$ cat config.mk
export PLATFORM = sky130hd
export DESIGN_NAME = lookahead_port_buffer_array
export DESIGN_NICKNAME = d
export VERILOG_FILES = /design/src/rtl/lookahead_port_buffer_array.sv
export SDC_FILE = /design/constraint.sdc
export NUM_CORES = 1
export LEC_CHECK = 0
export ABC_AREA = 0
export ABC_CLOCK_PERIOD_IN_PS = 4300
export BUFFER_PORTS_ARGS = -buffer_cell sky130_fd_sc_hd__buf_2
export CAP_MARGIN = 15
export CORE_MARGIN = 1.5
export CORE_UTILIZATION = 55
export DETAILED_ROUTE_END_ITERATION = 10
export HOLD_SLACK_MARGIN = 0.03
export PLACE_DENSITY_LB_ADDON = 0.3
export SLEW_MARGIN = 10
export SYNTH_ARGS = -nofsm -noshare
export SYNTH_HDL_FRONTEND = slang
export SYNTH_SLANG_ARGS = --single-unit
export TNS_END_PERCENT = 10
$ cat constraint.sdc
create_clock -name clk -period 4.3 [get_ports clk]
set_input_delay 0 -clock clk [delete_from_list [all_inputs] [get_ports clk]]
set_output_delay 0 -clock clk [all_outputs]
set_load 0.02 [all_outputs]
$ cat src/rtl/lookahead_port_buffer_array.sv
// lookahead_port_buffer_array: per-port elastic FIFOs between a lookahead router and its neighbours.
// Each enabled port keeps StopLatency entries of headroom so in-flight flits after stop_out are absorbed.
module lookahead_port_buffer_array #(
    parameter int         Width       = 66,
    parameter logic [4:0] Ports       = 5'b11111,
    parameter int         Depth       = 4,
    parameter int         StopLatency = 1
) (
    input  logic                            clk,
    input  logic                            rst,
    input  logic [5*Width-1:0]              data_in,
    input  logic [4:0]                      data_void_in,
    output logic [4:0]                      stop_out,
    output logic [5*Width-1:0]              data_out,
    output logic [4:0]                      data_void_out,
    input  logic [4:0]                      stop_in,
    output logic [5*$clog2(Depth+1)-1:0]    occupancy,
    output logic [4:0]                      overflow_err
);
    localparam int CW = $clog2(Depth + 1);
    localparam int PW = $clog2(Depth);

    if (Depth < 2 || Depth <= StopLatency) begin : g_bad_depth
        $error("Depth must be >= 2 and greater than StopLatency");
    end

    for (genvar i = 0; i < 5; i++) begin : g_port
        if (Ports[i]) begin : g_on
            logic [Width-1:0] mem [Depth];
            logic [PW-1:0]    rd, wr;
            logic [CW-1:0]    cnt;
            logic             err, push, pop, push_ok;
            always_comb begin
                push    = !data_void_in[i];
                pop     = cnt != '0 && !stop_in[i];
                push_ok = push && (cnt != CW'(Depth) || pop);
            end
            // Pointers wrap explicitly so non-power-of-2 depths work; cnt alone tells full from empty.
            always_ff @(posedge clk or posedge rst) begin
                if (rst) begin
                    cnt <= '0;
                    rd  <= '0;
                    wr  <= '0;
                    err <= 1'b0;
                end else begin
                    cnt <= cnt + CW'(push_ok) - CW'(pop);
                    if (pop) rd <= rd == PW'(Depth - 1) ? '0 : rd + 1'b1;
                    if (push_ok) wr <= wr == PW'(Depth - 1) ? '0 : wr + 1'b1;
                    if (push && !push_ok) err <= 1'b1;
                end
            end
            always_ff @(posedge clk) begin
                if (push_ok) mem[wr] <= data_in[i*Width +: Width];
            end
            assign data_out[i*Width +: Width] = cnt == '0 ? '0 : mem[rd];
            assign data_void_out[i]           = cnt == '0;
            assign stop_out[i]                = cnt >= CW'(Depth - StopLatency);
            assign occupancy[i*CW +: CW]      = cnt;
            assign overflow_err[i]            = err;
        end else begin : g_off
            logic unused_in;
            assign unused_in                  = ^{data_in[i*Width +: Width], data_void_in[i], stop_in[i]};
            assign data_out[i*Width +: Width] = '0;
            assign data_void_out[i]           = 1'b1;
            assign stop_out[i]                = 1'b0;
            assign occupancy[i*CW +: CW]      = '0;
            assign overflow_err[i]            = 1'b0;
        end
    end
endmodule

### Word level (Yosys, flattened, before mapping)

Memories as Yosys holds them, arrays and structs flattened.
Index checks and enable logic that the tools add are counted.

* register bits: 40
* RAM bits: 1320
* input bits: 342
* word-level logic and storage cells: 135
* memories: 5

Memories
* g_port[0].g_on.mem: depth 4, bits a word 66, rd ports 1, clocked after Yosys merged registers in 0, write ports 1, line 29 `logic [Width-1:0] mem [Depth];`
* g_port[1].g_on.mem: depth 4, bits a word 66, rd ports 1, clocked after Yosys merged registers in 0, write ports 1, line 29
* g_port[2].g_on.mem: depth 4, bits a word 66, rd ports 1, clocked after Yosys merged registers in 0, write ports 1, line 29
* g_port[3].g_on.mem: depth 4, bits a word 66, rd ports 1, clocked after Yosys merged registers in 0, write ports 1, line 29
* g_port[4].g_on.mem: depth 4, bits a word 66, rd ports 1, clocked after Yosys merged registers in 0, write ports 1, line 29

* add/sub/neg operators: 20
* $lt $le $gt $ge: 5
* equality and inequality tests: 15
* multiplexer cells: 25
* reductions and logical operators: 45

Operators with widths (number)
* $mux 66: 5
* $add 2x1->2 const B: 10
* $eq 2x2->1 const B: 10
* $mux 2: 10
* $add 3x1->3: 5
* $ge 3x2->1 const B: 5
* $logic_and 1x1->1: 15
* $logic_not 1->1: 15
* $logic_not 3->1: 5
* $ne 3x3->1 const B: 5
* $reduce_bool 3->1: 5
* $sub 3x1->3: 5
* $mux 1: 10
* $logic_or 1x1->1: 5

### Longest topological paths before layout

Gate-level depths: netlist of the first run.

* depth after elaboration: 6
* depth in mapped cells: 9
* gate-level depth less buffers: 9

### Worst setup path after synthesis of the first run

No wires, ideal clock.

* path kind: reg2reg
* start: reg g_port[1].g_on.cnt[1]
* end: mem g_port[1].g_on.mem[0][0] (enable)
* arrival: 2657 ps
* required time: 3869 ps
* path slack: 1212 ps
* stages on the path, launching flop included: 4
* buffers on the path: 0
* period minus slack after synthesis: 3088 ps
* cells stage by stage: dfrtp_1 -> nor2_1 -> a31oi_1 -> and2_1

* word-level cells in the longest chain between the ends: 6
* elaborated cells between the ends (all ways): 7
* those cells by class: eq/ne: 1; mux: 2; reduce/logical: 4

RTL lines
* start: declaration: line 31 `logic [CW-1:0] cnt;`
* start signal: assignment: line 46 `cnt <= cnt + CW'(push_ok) - CW'(pop);`
* $reduce_bool 3->1: line 35 `pop = cnt != '0 && !stop_in[i];`
* $logic_and 1x1->1: line 35
* $logic_or 1x1->1 (*): line 36 `push_ok = push && (cnt != CW'(Depth) || pop);`
* $logic_and 1x1->1 (*): line 36
* $mux 1 (*): line 53 `if (push_ok) mem[wr] <= data_in[i*Width +: Width];`
* $mux 1 (not written as such) (*): line 53
* end: declaration: line 29

Mark *: on every way between the ends. The rest lies on a longest branch, timed or not.

### Worst setup path in the final report of the first run

* start: reg g_port[1].g_on.rd[0]
* end: out data_out[93]

* word-level cells in the longest chain between the ends: 2

RTL lines
* start: declaration: line 30 `logic [PW-1:0] rd, wr;`
* start signal: assignment: line 47 `if (pop) rd <= rd == PW'(Depth - 1) ? '0 : rd + 1'b1;`
* $mem_v2 4x66
* $mux 66: line 55 `assign data_out[i*Width +: Width] = cnt == '0 ? '0 : mem[rd];`
* end: declaration: line 14 `output logic [5*Width-1:0] data_out,`

No other way between the ends.

==> results of run 1 <==
==> logic make-up (layout without fill, tap and decap cells) <==
family                   count (synthesis)  count (layout)  share of synthesized area, %
AO/OA/AOI/OAI                           15              15                        0.1792
AND/OR/NAND/NOR                        385             385                         4.603
adder cells (fa/ha/maj)                 45              45                         1.147
XOR/XNOR                                 5               5                       0.08366
other                                    0              20                             0
multiplexers                           350             350                         14.63
buffers and inverters                  151            1644                         1.735
flip-flops                            1360            1360                         77.63
==> how the worst max path moves through the flow <==
stage | startpoint | to | slack, ns
finish | g_port[1].g_on.rd[0] | data_out[93] | 1.19
global route | g_port[1].g_on.rd[0] | data_out[93] | 0.99
CTS | g_port[1].g_on.rd[0] | data_out[127] | 1.09
detailed placement | g_port[0].g_on.cnt[1] | g_port[0].g_on.mem[1][56] | 1.63
global placement | g_port[3].g_on.cnt[1] | g_port[3].g_on.mem[0][18] | 1.71
floorplan | g_port[1].g_on.cnt[1] | g_port[1].g_on.mem[0][0] | 1.21
==> area by class of cell <==
class,instances,share of cell area (%)
clock inverter,67,1.092
antenna,20,0.07377
clock buffer,172,5.324
multi-input combinational,800,16.00
inverter,36,0.2010
sequential,1360,59.94
tap,1254,2.313
timing repair buffer,1369,15.05
==> synth_stat cells <==
library cell  count  area, µm²
edfxtp_1       1320      39640
mux4_2          330       7432
nor2b_1         299       1871
dfrtp_1          40       1001
ha_1             40      500.5
inv_1            36      135.1
and2b_1          31      232.7
clkbuf_1         31      116.4
buf_2            25      125.1
buf_4            24      180.2
and2_1           20      125.1
mux2_2           20      225.2
nor2_1           20      75.07
buf_1            15      56.30
buf_6            12      135.1
buf_12            8      160.2
a31oi_1           5      31.28
fa_1              5      100.1
nand2_1           5      18.77
nand3_1           5      25.02
o21ai_0           5      25.02
o21bai_1          5      37.54
nor3_2            3      30.03
xnor2_1           3      26.28
nor3_4            2      32.53
xor2_1            2      17.52
==> cells in the final DEF (no fill, tap or decap), types with 6 or more instances in the layout <==
cell,Yosys,routed
buf_12,8,10
buf_2,25,701
dlygate4sd3_1,0,625
clkbuf_16,0,139
edfxtp_1,1320,1320
inv_1,36,35
buf_4,24,33
mux2_2,20,20
clkbuf_1,31,32
clkinv_2,0,16
inv_6,0,7
dfrtp_1,40,30
dfrtp_4,0,6
bufinv_16,0,14
nor2b_1,299,299
and2_2,0,16
nor2_1,20,20
and2b_1,31,31
mux4_2,330,330
ha_1,40,40
clkinv_1,0,22
diode_2,0,20
==> layer usage <==
layer / part of all wire (%) / vias up / GRT usage, % / wire [µm]
li1: - / 12190 / - / -
met1: 37 / 14620 / 32.50 / 46820
met2: 51 / 1286 / 43.62 / 64370
met3: 7.6 / 284 / 6.901 / 9626
met4: 4.3 / 18 / 12.06 / 5469
met5: 0.077 / - / 0 / 97
==> worst max-delay path: stages, from the launching register on <==
cell and delay (ns):
dfrtp_4 0.93, buf_4 0.45, mux4_2 0.56, nor2b_1 0.18, buf_2 0.22
==> through the flow <==
stage / area [µm²] / cells / hold slack, ns / utilization, %
2_1_floorplan: 52350 / 2311 / 0.09609 / -
3_3_place_gp: 57180 / 4194 / 0.2020 / 60.99
3_5_place_dp: 57180 / 4194 / 0.2099 / 60.99
4_1_cts: 67770 / 5056 / 0.03001 / 72.29
5_1_grt: 67830 / 5074 / 0.03655 / 72.35
6_report: 67840 / 5078 / 0.05925 / 72.36
==> timing repair <==
item | CTS | global route
hold endpoints to repair | 1400 | 12
hold buffers | 623 | 2
setup endpoints to repair | 0 | 0
==> sequential cells by signal, summed over array words and instances (netlist names) <==
register	flops
g_port.g_on.err	5
g_port.g_on.wr	10
g_port.g_on.rd	10
g_port.g_on.cnt	15
g_port.g_on.mem	1320
==> power groups by stage <==
| stage | Clock (mW) | Combinational, mW | Sequential (mW) |
|---|---|---|---|
| after floorplan | 0 | 11.8 | 18.4 |
| after global placement | 0 | 16.4 | 19.2 |
| after detailed placement | 0 | 16.6 | 19.4 |
| after CTS | 11.8 | 17.2 | 19.2 |
| after global routing | 12.3 | 18.2 | 19.5 |
| final | 11.7 | 17.3 | 19.2 |
==> results.sh, run 1 <==
export IMPL_outcome="completed"
export IMPL_multi_input_area_um2=10850
export IMPL_power_frac_comb_pct=35.9
export IMPL_seq_area_frac_synth_pct=77.63
export IMPL_htree_levels=4
export IMPL_hold_path_end="g_port[3].g_on.mem[3][25]"
export IMPL_insertion_delay_ns=0.75
export IMPL_pin_count=702
export IMPL_post_drt_wl_per_cell_um=24.89
export IMPL_max_clock_freq_mhz=321.9
export IMPL_first_global_vias=30520
export IMPL_gp_congestion=0.8313
export IMPL_max_vdd_ir_drop_v=0.0008037
export IMPL_maxCapViolCount=0
export IMPL_setup_viol=0
export IMPL_tightest_slew_ns=1.058
export IMPL_synth_distinct_cells=26
export IMPL_grtUsageTotal_pct=26.25
export IMPL_final_antenna_net_count=0
export IMPL_seqCellArea_um2=40670
export IMPL_clk_pin_slew_worst_paths_ns=0.06
export IMPL_path_class="flop to output port"
export IMPL_min_from="data_in[223]"
export IMPL_avgSynthCellArea_um2=22.65
export IMPL_die_x_um=311.5
export IMPL_p_clk_share_pct=24.3
export IMPL_overflow=0
export IMPL_seqPwrFrac_pct=39.8
export IMPL_reg2reg_from="g_port[0].g_on.cnt[1]"
export IMPL_drtPass1Iterations=5
export IMPL_drc=0
export IMPL_min_path_cells=2
export IMPL_power_total_mw=48.12
export IMPL_port_buffers=701
export IMPL_nets=4089
export IMPL_dieArea_um2=97050
export IMPL_cp_required_ns=4.30
export IMPL_grt_max_degree=69
export IMPL_p_int_mw=31.43
export IMPL_hp_class="input port to flop"
export IMPL_reg2reg_setup_slack_ns=1.58
export IMPL_clock_path_buffers=3
export IMPL_period_share_pct=72.25
export IMPL_ys_warn_count=0
export IMPL_place_ws_ns=1.626
export IMPL_antenna_found_initial=26
export IMPL_clock_skew_ns=0.03374
export IMPL_start_kind="flop"
export IMPL_die_h_um=311.5
export IMPL_first_iter_violations=2579
export IMPL_viasPerCell=5.593
export IMPL_endpoint_kind="output port"
export IMPL_area_growth_pct=29.59
export IMPL_power_switching_mw=16.70
export IMPL_fill_cells=5204
export IMPL_ys_ff_latch=1360
export IMPL_reg2reg_to="g_port[0].g_on.mem[0][13]"
export IMPL_grt_pass1_wl_mm=188.6
export IMPL_cp_arrival_ns=3.11
export IMPL_p_per_area_nw_per_um2=709.3
export IMPL_swShare_pct=34.70
export IMPL_crit_fanout=39
export IMPL_final_layout_size_suffix_gt1_share_pct=34.57
export IMPL_cts_tree="yes"
export IMPL_period_needed_ns=3.107
export IMPL_layout_setup_ws_ns=1.193
export IMPL_synth_area_um2=52350
export IMPL_rsz0062_at_grt="false"
export IMPL_rows=112
export IMPL_coreArea_um2=93750
export IMPL_syn_num_nets=2698
export IMPL_max_slew_margin_rel_pct=29.46
export IMPL_hold_viol=0
export IMPL_cts_buffers=135
export IMPL_ctsRootBufferMaster="clkbuf_16"
export IMPL_initial_core_util_pct=55.84
export IMPL_via_count=28400
export IMPL_reg2reg_depth=4
export IMPL_slew_viol_final=0
export IMPL_post_cts_resized=0
export IMPL_dp_hpwl_mm=73.13
export IMPL_p_leak_nw=24.12
export IMPL_final_setup_tns_ns=0
export IMPL_drt_total_wl_mm=126.4
export IMPL_post_cts_buffers=0
export IMPL_synthCells=2311
export IMPL_cts_num_sinks=1360
Power figures use the tool's default switching activity.
==> run 2: changes to the inputs <==
--- a/config.mk
+++ b/config.mk
@@ -6,11 +6,11 @@
 export NUM_CORES = 1
 export LEC_CHECK = 0
 export ABC_AREA = 0
-export ABC_CLOCK_PERIOD_IN_PS = 4300
+export ABC_CLOCK_PERIOD_IN_PS = 2600
 export BUFFER_PORTS_ARGS = -buffer_cell sky130_fd_sc_hd__buf_2
 export CAP_MARGIN = 15
 export CORE_MARGIN = 1.5
-export CORE_UTILIZATION = 55
+export CORE_UTILIZATION = 52
 export DETAILED_ROUTE_END_ITERATION = 10
 export HOLD_SLACK_MARGIN = 0.03
 export PLACE_DENSITY_LB_ADDON = 0.3
==> constraint.sdc (replaced) <==
create_clock -name clk -period 2.6 [get_ports clk]
set_input_delay 0 -clock clk [delete_from_list [all_inputs] [get_ports clk]]
set_output_delay 0 -clock clk [all_outputs]
set_load 0.02 [all_outputs]
==> run 2 against run 1 <==
Against the previous run:
- clock power grew 70%
- largest cell class unchanged
- cell count grew 1.3%
- critical path type unchanged
- via count shrank 1.4%
- setup slack lost 1.1 ns
- register-to-register slack lost 1.1 ns
- routed wire length shrank 3.3%
- core utilization shrank 3.7 points
- power grew 69%
- critical path depth is the same
- sequential cell count is the same
==> results.sh, run 2 (same netlist as run 1, synthesis figures left out) <==
export IMPL_maxCapViolCount=0
export IMPL_post_drt_wl_per_cell_um=23.76
export IMPL_cts_buffers=140
export IMPL_crit_fanout=67
export IMPL_first_global_vias=30400
export IMPL_cts_tree="yes"
export IMPL_period_needed_ns=2.464
export IMPL_dp_hpwl_mm=70.87
export IMPL_swShare_pct=33.87
export IMPL_max_clock_freq_mhz=405.9
export IMPL_hp_class="input port to flop"
export IMPL_final_setup_tns_ns=0
export IMPL_final_layout_size_suffix_gt1_share_pct=35.72
export IMPL_antenna_found_initial=21
export IMPL_cp_top_family="buffers and inverters"
export IMPL_hold_viol=0
export IMPL_viasPerCell=5.444
export IMPL_grtUsageTotal_pct=23.88
export IMPL_seqCellArea_um2=40670
export IMPL_max_slew_margin_rel_pct=57.28
export IMPL_final_cells=5144
export IMPL_cpMaxStageDelayCell="buf_6"
export IMPL_clock_skew_ns=0.02529
export IMPL_setup_viol=0
export IMPL_p_int_mw=53.64
export IMPL_drtPass1Iterations=5
export IMPL_crit_buf_inv=2
export IMPL_fill_cells=6020
export IMPL_area_growth_pct=31.21
export IMPL_top_register="g_port.g_on.mem"
export IMPL_max_vdd_ir_drop_v=0.001108
export IMPL_final_antenna_net_count=0
export IMPL_first_iter_violations=1865
export IMPL_critPathLaunch="g_port[1].g_on.cnt[1]"
export IMPL_power_frac_comb_pct=37.8
export IMPL_slew_viol_final=0
export IMPL_cts_num_sinks=1360
export IMPL_final_cell_mix="edfxtp_1, buf_2, dlygate4sd3_1"
export IMPL_layout_commonest_cell="edfxtp_1"
export IMPL_p_clk_share_pct=24.6
export IMPL_overflow=0
export IMPL_die_x_um=320.3
export IMPL_rows=116
export IMPL_dieArea_um2=102600
export IMPL_gp_congestion=0.7950
export IMPL_path_cells="nor3_4 -> buf_6 -> and2b_1 -> buf_2"
export IMPL_ctsRootBufferMaster="clkbuf_16"
export IMPL_port_buffers=701
export IMPL_initial_core_util_pct=52.35
export IMPL_top_regs="g_port.g_on.mem: 1320 flops, g_port.g_on.cnt: 15 flops"
export IMPL_drt_total_wl_mm=122.2
export IMPL_finish_utilization_pct=68.69
export IMPL_htree_levels=4
export IMPL_max_stage_delay_ns=0.50
export IMPL_period_share_pct=94.76
export IMPL_path_class="flop to output port"
export IMPL_drc=0
export IMPL_dp_cells=4254
export IMPL_multi_input_area_um2=10850
export IMPL_clk_pin_slew_worst_paths_ns=0.06
export IMPL_tightest_slew_ns=0.6408
export IMPL_coreArea_um2=100000
export IMPL_min_from="data_in[257]"
export IMPL_grt_pass1_wl_mm=182.4
export IMPL_rsz0062_at_grt="false"
export IMPL_via_count=28000
export IMPL_p_leak_nw=24.48
export IMPL_largest_reg_flops=1320
export IMPL_start_kind="flop"
export IMPL_cp_arrival_ns=2.46
export IMPL_insertion_delay_ns=0.73
export IMPL_endpoint_kind="output port"
export IMPL_grt_max_degree=68
export IMPL_outcome="completed"
export IMPL_die_h_um=320.3
export IMPL_power_switching_mw=27.48
export IMPL_seqPwrFrac_pct=37.7
export IMPL_cp_required_ns=2.60
export IMPL_nets=4110
export IMPL_reg2reg_from="g_port[2].g_on.cnt[1]"
export IMPL_clock_path_buffers=3
export IMPL_pin_count=702
export IMPL_p_per_area_nw_per_um2=1181
[run 2: changes by cell type in the layout (fill, tap and decap cells not counted), sizes merged]
cell         before  now
buf             744  789
diode            20   16
dlygate4sd3     625  596
clkbuf          172  176
clkinv           40   48
clkinvlp          5    8
inv              44   39
[run 2: stage by stage]
stage	hold slack, ns	setup slack [ns]	power, mW	area, µm²
final	0.05472	0.1362	81.12	68690
after global routing	0.03011	0.01653	84.36	68690
after CTS	0.03025	-0.09876	81.35	68490
after detailed placement	0.1469	0.4512	59.99	57680
after global placement	0.1076	0.5275	59.37	57680
after floorplan	0.09609	-0.4873	50.01	52360
[run 2: area by class of cell]
type / count / area share (%)
antenna: 16 / 0.05829
inverter: 36 / 0.1967
clock buffer: 176 / 5.575
tap: 1298 / 2.364
multi-input combinational: 800 / 15.80
sequential: 1360 / 59.20
clock inverter: 73 / 1.117
timing repair buffer: 1385 / 15.68
[run 2: power groups by stage]
| stage | logic [mW] | clock network (mW) | registers, mW |
|---|---|---|---|
| 3_5_place_dp | 28.6 | 0 | 31.4 |
| 3_3_place_gp | 28.3 | 0 | 31.1 |
| 6_report | 30.6 | 19.9 | 30.5 |
| 4_1_cts | 30.4 | 20.2 | 30.7 |
| 5_1_grt | 32.4 | 21.1 | 30.9 |
| 2_1_floorplan | 19.5 | 0 | 30.5 |
[run 2: worst reg2reg max path, delay by kind of cell (launching register included)]
family / cells / cell delay, ns
flops: 1 / 0.47
xor+xnor: 1 / 0.17
buf+inv: 2 / 0.14
fa+ha+maj: 3 / 0.89
simple gates: 1 / 0.11
compound gates: 1 / 0.26
[run 2: repair_timing]
item                                   4_1_cts  5_1_grt
setup buffers                               10       19
endpoints found under the hold margin     1417        0
hold buffers                               596        0
cloned                                       0        0
resized for setup                           34        1
setup endpoints to repair                  247      107
[run 2: worst paths after layout]
| kind | to | slack (ns) | cells after the start |
|---|---|---|---|
| max in group asynchronous | g_port[4].g_on.rd[1] | 1.24 | 5 |
| worst min register to register | g_port[4].g_on.wr[1] | 0.58 | 1 |
| min in group asynchronous | g_port[2].g_on.err | 0.50 | 4 |
| worst max-delay path | data_out[69] | 0.14 | 4 |
| worst min-delay path | g_port[3].g_on.mem[2][59] | 0.05 | 2 |
| worst max register to register | g_port[2].g_on.cnt[2] | 0.45 | 8 |
[run 2: per-layer routing]
metal / up-vias / global-route usage [%] / routed length (µm)
met4: 14 / 11.47 / 5813
met2: 1046 / 41.25 / 63430
li1: 12210 / - / -
met1: 14450 / 28.27 / 45010
met5: - / 0 / 97
met3: 285 / 5.696 / 7854
==> run 3: changes to the inputs <==
--- a/config.mk
+++ b/config.mk
@@ -9,8 +9,10 @@
 export ABC_CLOCK_PERIOD_IN_PS = 2600
 export BUFFER_PORTS_ARGS = -buffer_cell sky130_fd_sc_hd__buf_2
 export CAP_MARGIN = 15
+export CELL_PAD_IN_SITES_DETAIL_PLACEMENT = 1
+export CELL_PAD_IN_SITES_GLOBAL_PLACEMENT = 1
 export CORE_MARGIN = 1.5
-export CORE_UTILIZATION = 52
+export CORE_UTILIZATION = 45
 export DETAILED_ROUTE_END_ITERATION = 10
 export HOLD_SLACK_MARGIN = 0.03
 export PLACE_DENSITY_LB_ADDON = 0.3
==> run 3 against run 2 <==
Against the previous run:
- combinational power is 3% higher
- non-clock buffer count is 11 higher
- global-route usage is 1.0 points higher
- cell area up 0.48%
- critical endpoint is now data_out[311]
- fmax fell by 1.4%
- sequential share of layout area shrank 0.28 points
- die area rose by 15%
- setup slack got worse by 0.035 ns
- hold slack got worse by 0.0058 ns
==> results.sh, run 3 (same netlist as run 1, synthesis figures left out) <==
export IMPL_cts_tree="yes"
export IMPL_reg2reg_setup_slack_ns=0.28
export IMPL_cp_required_ns=2.60
export IMPL_final_layout_size_suffix_gt1_share_pct=35.93
export IMPL_critPathLaunch="g_port[4].g_on.rd[1]"
export IMPL_layout_commonest_cell="edfxtp_1"
export IMPL_drt_total_wl_mm=147.7
export IMPL_routed_wl_met2_mm=79.93
export IMPL_insertion_delay_ns=0.76
export IMPL_post_drt_wl_per_cell_um=27.43
export IMPL_nets=4126
export IMPL_final_antenna_net_count=0
export IMPL_overflow=0
export IMPL_grtUsageTotal_pct=24.92
export IMPL_endpoint_kind="output port"
export IMPL_p_leak_nw=24.55
export IMPL_htree_levels=4
export IMPL_final_cell_mix="edfxtp_1, buf_2, dlygate4sd3_1"
export IMPL_maxCapViolCount=0
export IMPL_power_total_mw=82.67
export IMPL_clock_path_buffers=3
export IMPL_dieArea_um2=118400
export IMPL_first_global_vias=32520
export IMPL_max_stage_delay_ns=0.58
export IMPL_placed_cell_area_um2=58030
export IMPL_grt_max_degree=68
export IMPL_drc=0
export IMPL_grt_pass1_wl_mm=215.9
export IMPL_first_iter_violations=2022
export IMPL_reg2reg_depth=8
export IMPL_rsz0062_at_grt="false"
export IMPL_reg2reg_from="g_port[2].g_on.cnt[1]"
export IMPL_setup_viol=0
export IMPL_clk_pin_slew_worst_paths_ns=0.06
export IMPL_dp_hpwl_mm=81.04
export IMPL_coreArea_um2=114800
export IMPL_top_regs="g_port.g_on.mem: 1320 flops, g_port.g_on.cnt: 15 flops"
export IMPL_crit_fanout=56
export IMPL_area_growth_pct=31.84
export IMPL_port_buffers=701
export IMPL_p_per_area_nw_per_um2=1198
export IMPL_hold_viol=0
export IMPL_period_needed_ns=2.499
export IMPL_cts_num_sinks=1360
export IMPL_period_share_pct=96.10
export IMPL_min_path_cells=2
export IMPL_antenna_found_initial=25
export IMPL_path_class="flop to output port"
export IMPL_met3RoutedLength_mm=8.578
export IMPL_clock_skew_ns=0.04442
export IMPL_start_kind="flop"
export IMPL_path_cells="buf_16 -> mux4_2 -> and2b_1 -> buf_2"
export IMPL_final_cells=5387
export IMPL_place_ws_ns=0.4188
export IMPL_cts_buffers=145
export IMPL_dp_cells=4475
export IMPL_hp_class="input port to flop"
export IMPL_reg2reg_to="g_port[2].g_on.cnt[2]"
export IMPL_slew_viol_final=0
export IMPL_layout_setup_ws_ns=0.1013
export IMPL_final_setup_tns_ns=0
export IMPL_ctsRootBufferMaster="clkbuf_16"
export IMPL_gp_congestion=0.7692
export IMPL_largest_reg_flops=1320
export IMPL_max_slew_margin_rel_pct=40.87
export IMPL_seqCellArea_um2=40670
export IMPL_die_x_um=344.1
export IMPL_pin_count=702
export IMPL_multi_input_area_um2=10850
export IMPL_viasPerCell=5.308
export IMPL_via_count=28600
export IMPL_initial_core_util_pct=45.60
export IMPL_max_clock_freq_mhz=400.2
export IMPL_crit_end="data_out[311]"
export IMPL_top_layer="met5"
export IMPL_die_h_um=344.1
export IMPL_cpMaxStageDelayCell="dfrtp_4"
export IMPL_top_register="g_port.g_on.mem"
export IMPL_outcome="completed"
export IMPL_m1WireLength_mm=52.93
export IMPL_tightest_slew_ns=0.8857
export IMPL_cp_arrival_ns=2.50
export IMPL_max_vdd_ir_drop_v=0.0008761
export IMPL_fin_area_um2=69020
export IMPL_rows=124
export IMPL_fill_cells=10010
export IMPL_drtPass1Iterations=5
-- run 3: cell types whose count changed in the layout (fill, tap and decap cells not counted), sizes merged --
cell,delta
clkbuf,+16
bufinv,-7
dlygate4sd3,+7
clkinv,+6
clkinvlp,-5
inv,+5
diode,+4
buf,+3
-- run 3: stage by stage --
| stage | hold WS, ns | util, % |
|---|---|---|
| 2_1_floorplan | 0.09609 | - |
| 3_3_place_gp | 0.1960 | 50.54 |
| 3_5_place_dp | 0.2118 | 50.54 |
| 4_1_cts | 0.03159 | 59.94 |
| 5_1_grt | 0.03672 | 60.11 |
| 6_report | 0.04888 | 60.12 |
-- run 3: timing repair --
| item | in CTS | in global routing |
|---|---|---|
| hold buffers | 600 | 3 |
| gates resized for setup | 22 | 4 |
| buffers inserted | 13 | 13 |
| hold endpoints to repair | 1384 | 7 |
| setup endpoints to repair | 288 | 88 |
-- run 3: where the power goes --
part           internal, mW  leakage [nW]  total [mW]  switching, mW
Sequential             29.0          12.6        31.0           2.01
Clock                  11.5          2.24        20.2           8.74
Combinational          12.9          9.75        31.5           18.6
Total                  53.3          24.5        82.7           29.4
-- run 3: layout make-up --
class	count	share of cell area [%]
diodes	20	0.07251
well taps	1512	2.741
flip-flops and latches	1360	58.93
clock inverters	72	0.8900
repair buffers	1396	15.72
multi-input cells	800	15.73
inverters	36	0.1958
clock buffers	191	5.730
-- run 3: worst min-delay path by stage --
stage	slack [ns]	startpoint	end
2_1_floorplan	0.1	data_void_in[0]	g_port[0].g_on.err
3_3_place_gp	0.20	rst	g_port[2].g_on.cnt[0]
3_5_place_dp	0.21	data_void_in[3]	g_port[3].g_on.err
4_1_cts	0.03	data_in[90]	g_port[1].g_on.mem[3][24]
5_1_grt	0.04	data_in[274]	g_port[4].g_on.mem[3][10]
6_report	0.05	data_in[33]	g_port[0].g_on.mem[2][33]
-- run 3: per-layer routing --
metal / GRT usage [%] / vias up
li1: - / 12270
met1: 28.55 / 14960
met2: 44.63 / 1040
met3: 5.567 / 309
met4: 11.07 / 16
met5: 0 / -
-- run 3: worst max-delay path, delay by kind of cell (launching register included) --
kind                   cells  cell delay, ns
DFF                        1            0.58
buffers and inverters      2            0.49
muxes                      1            0.40
and+or+nand+nor            1            0.22
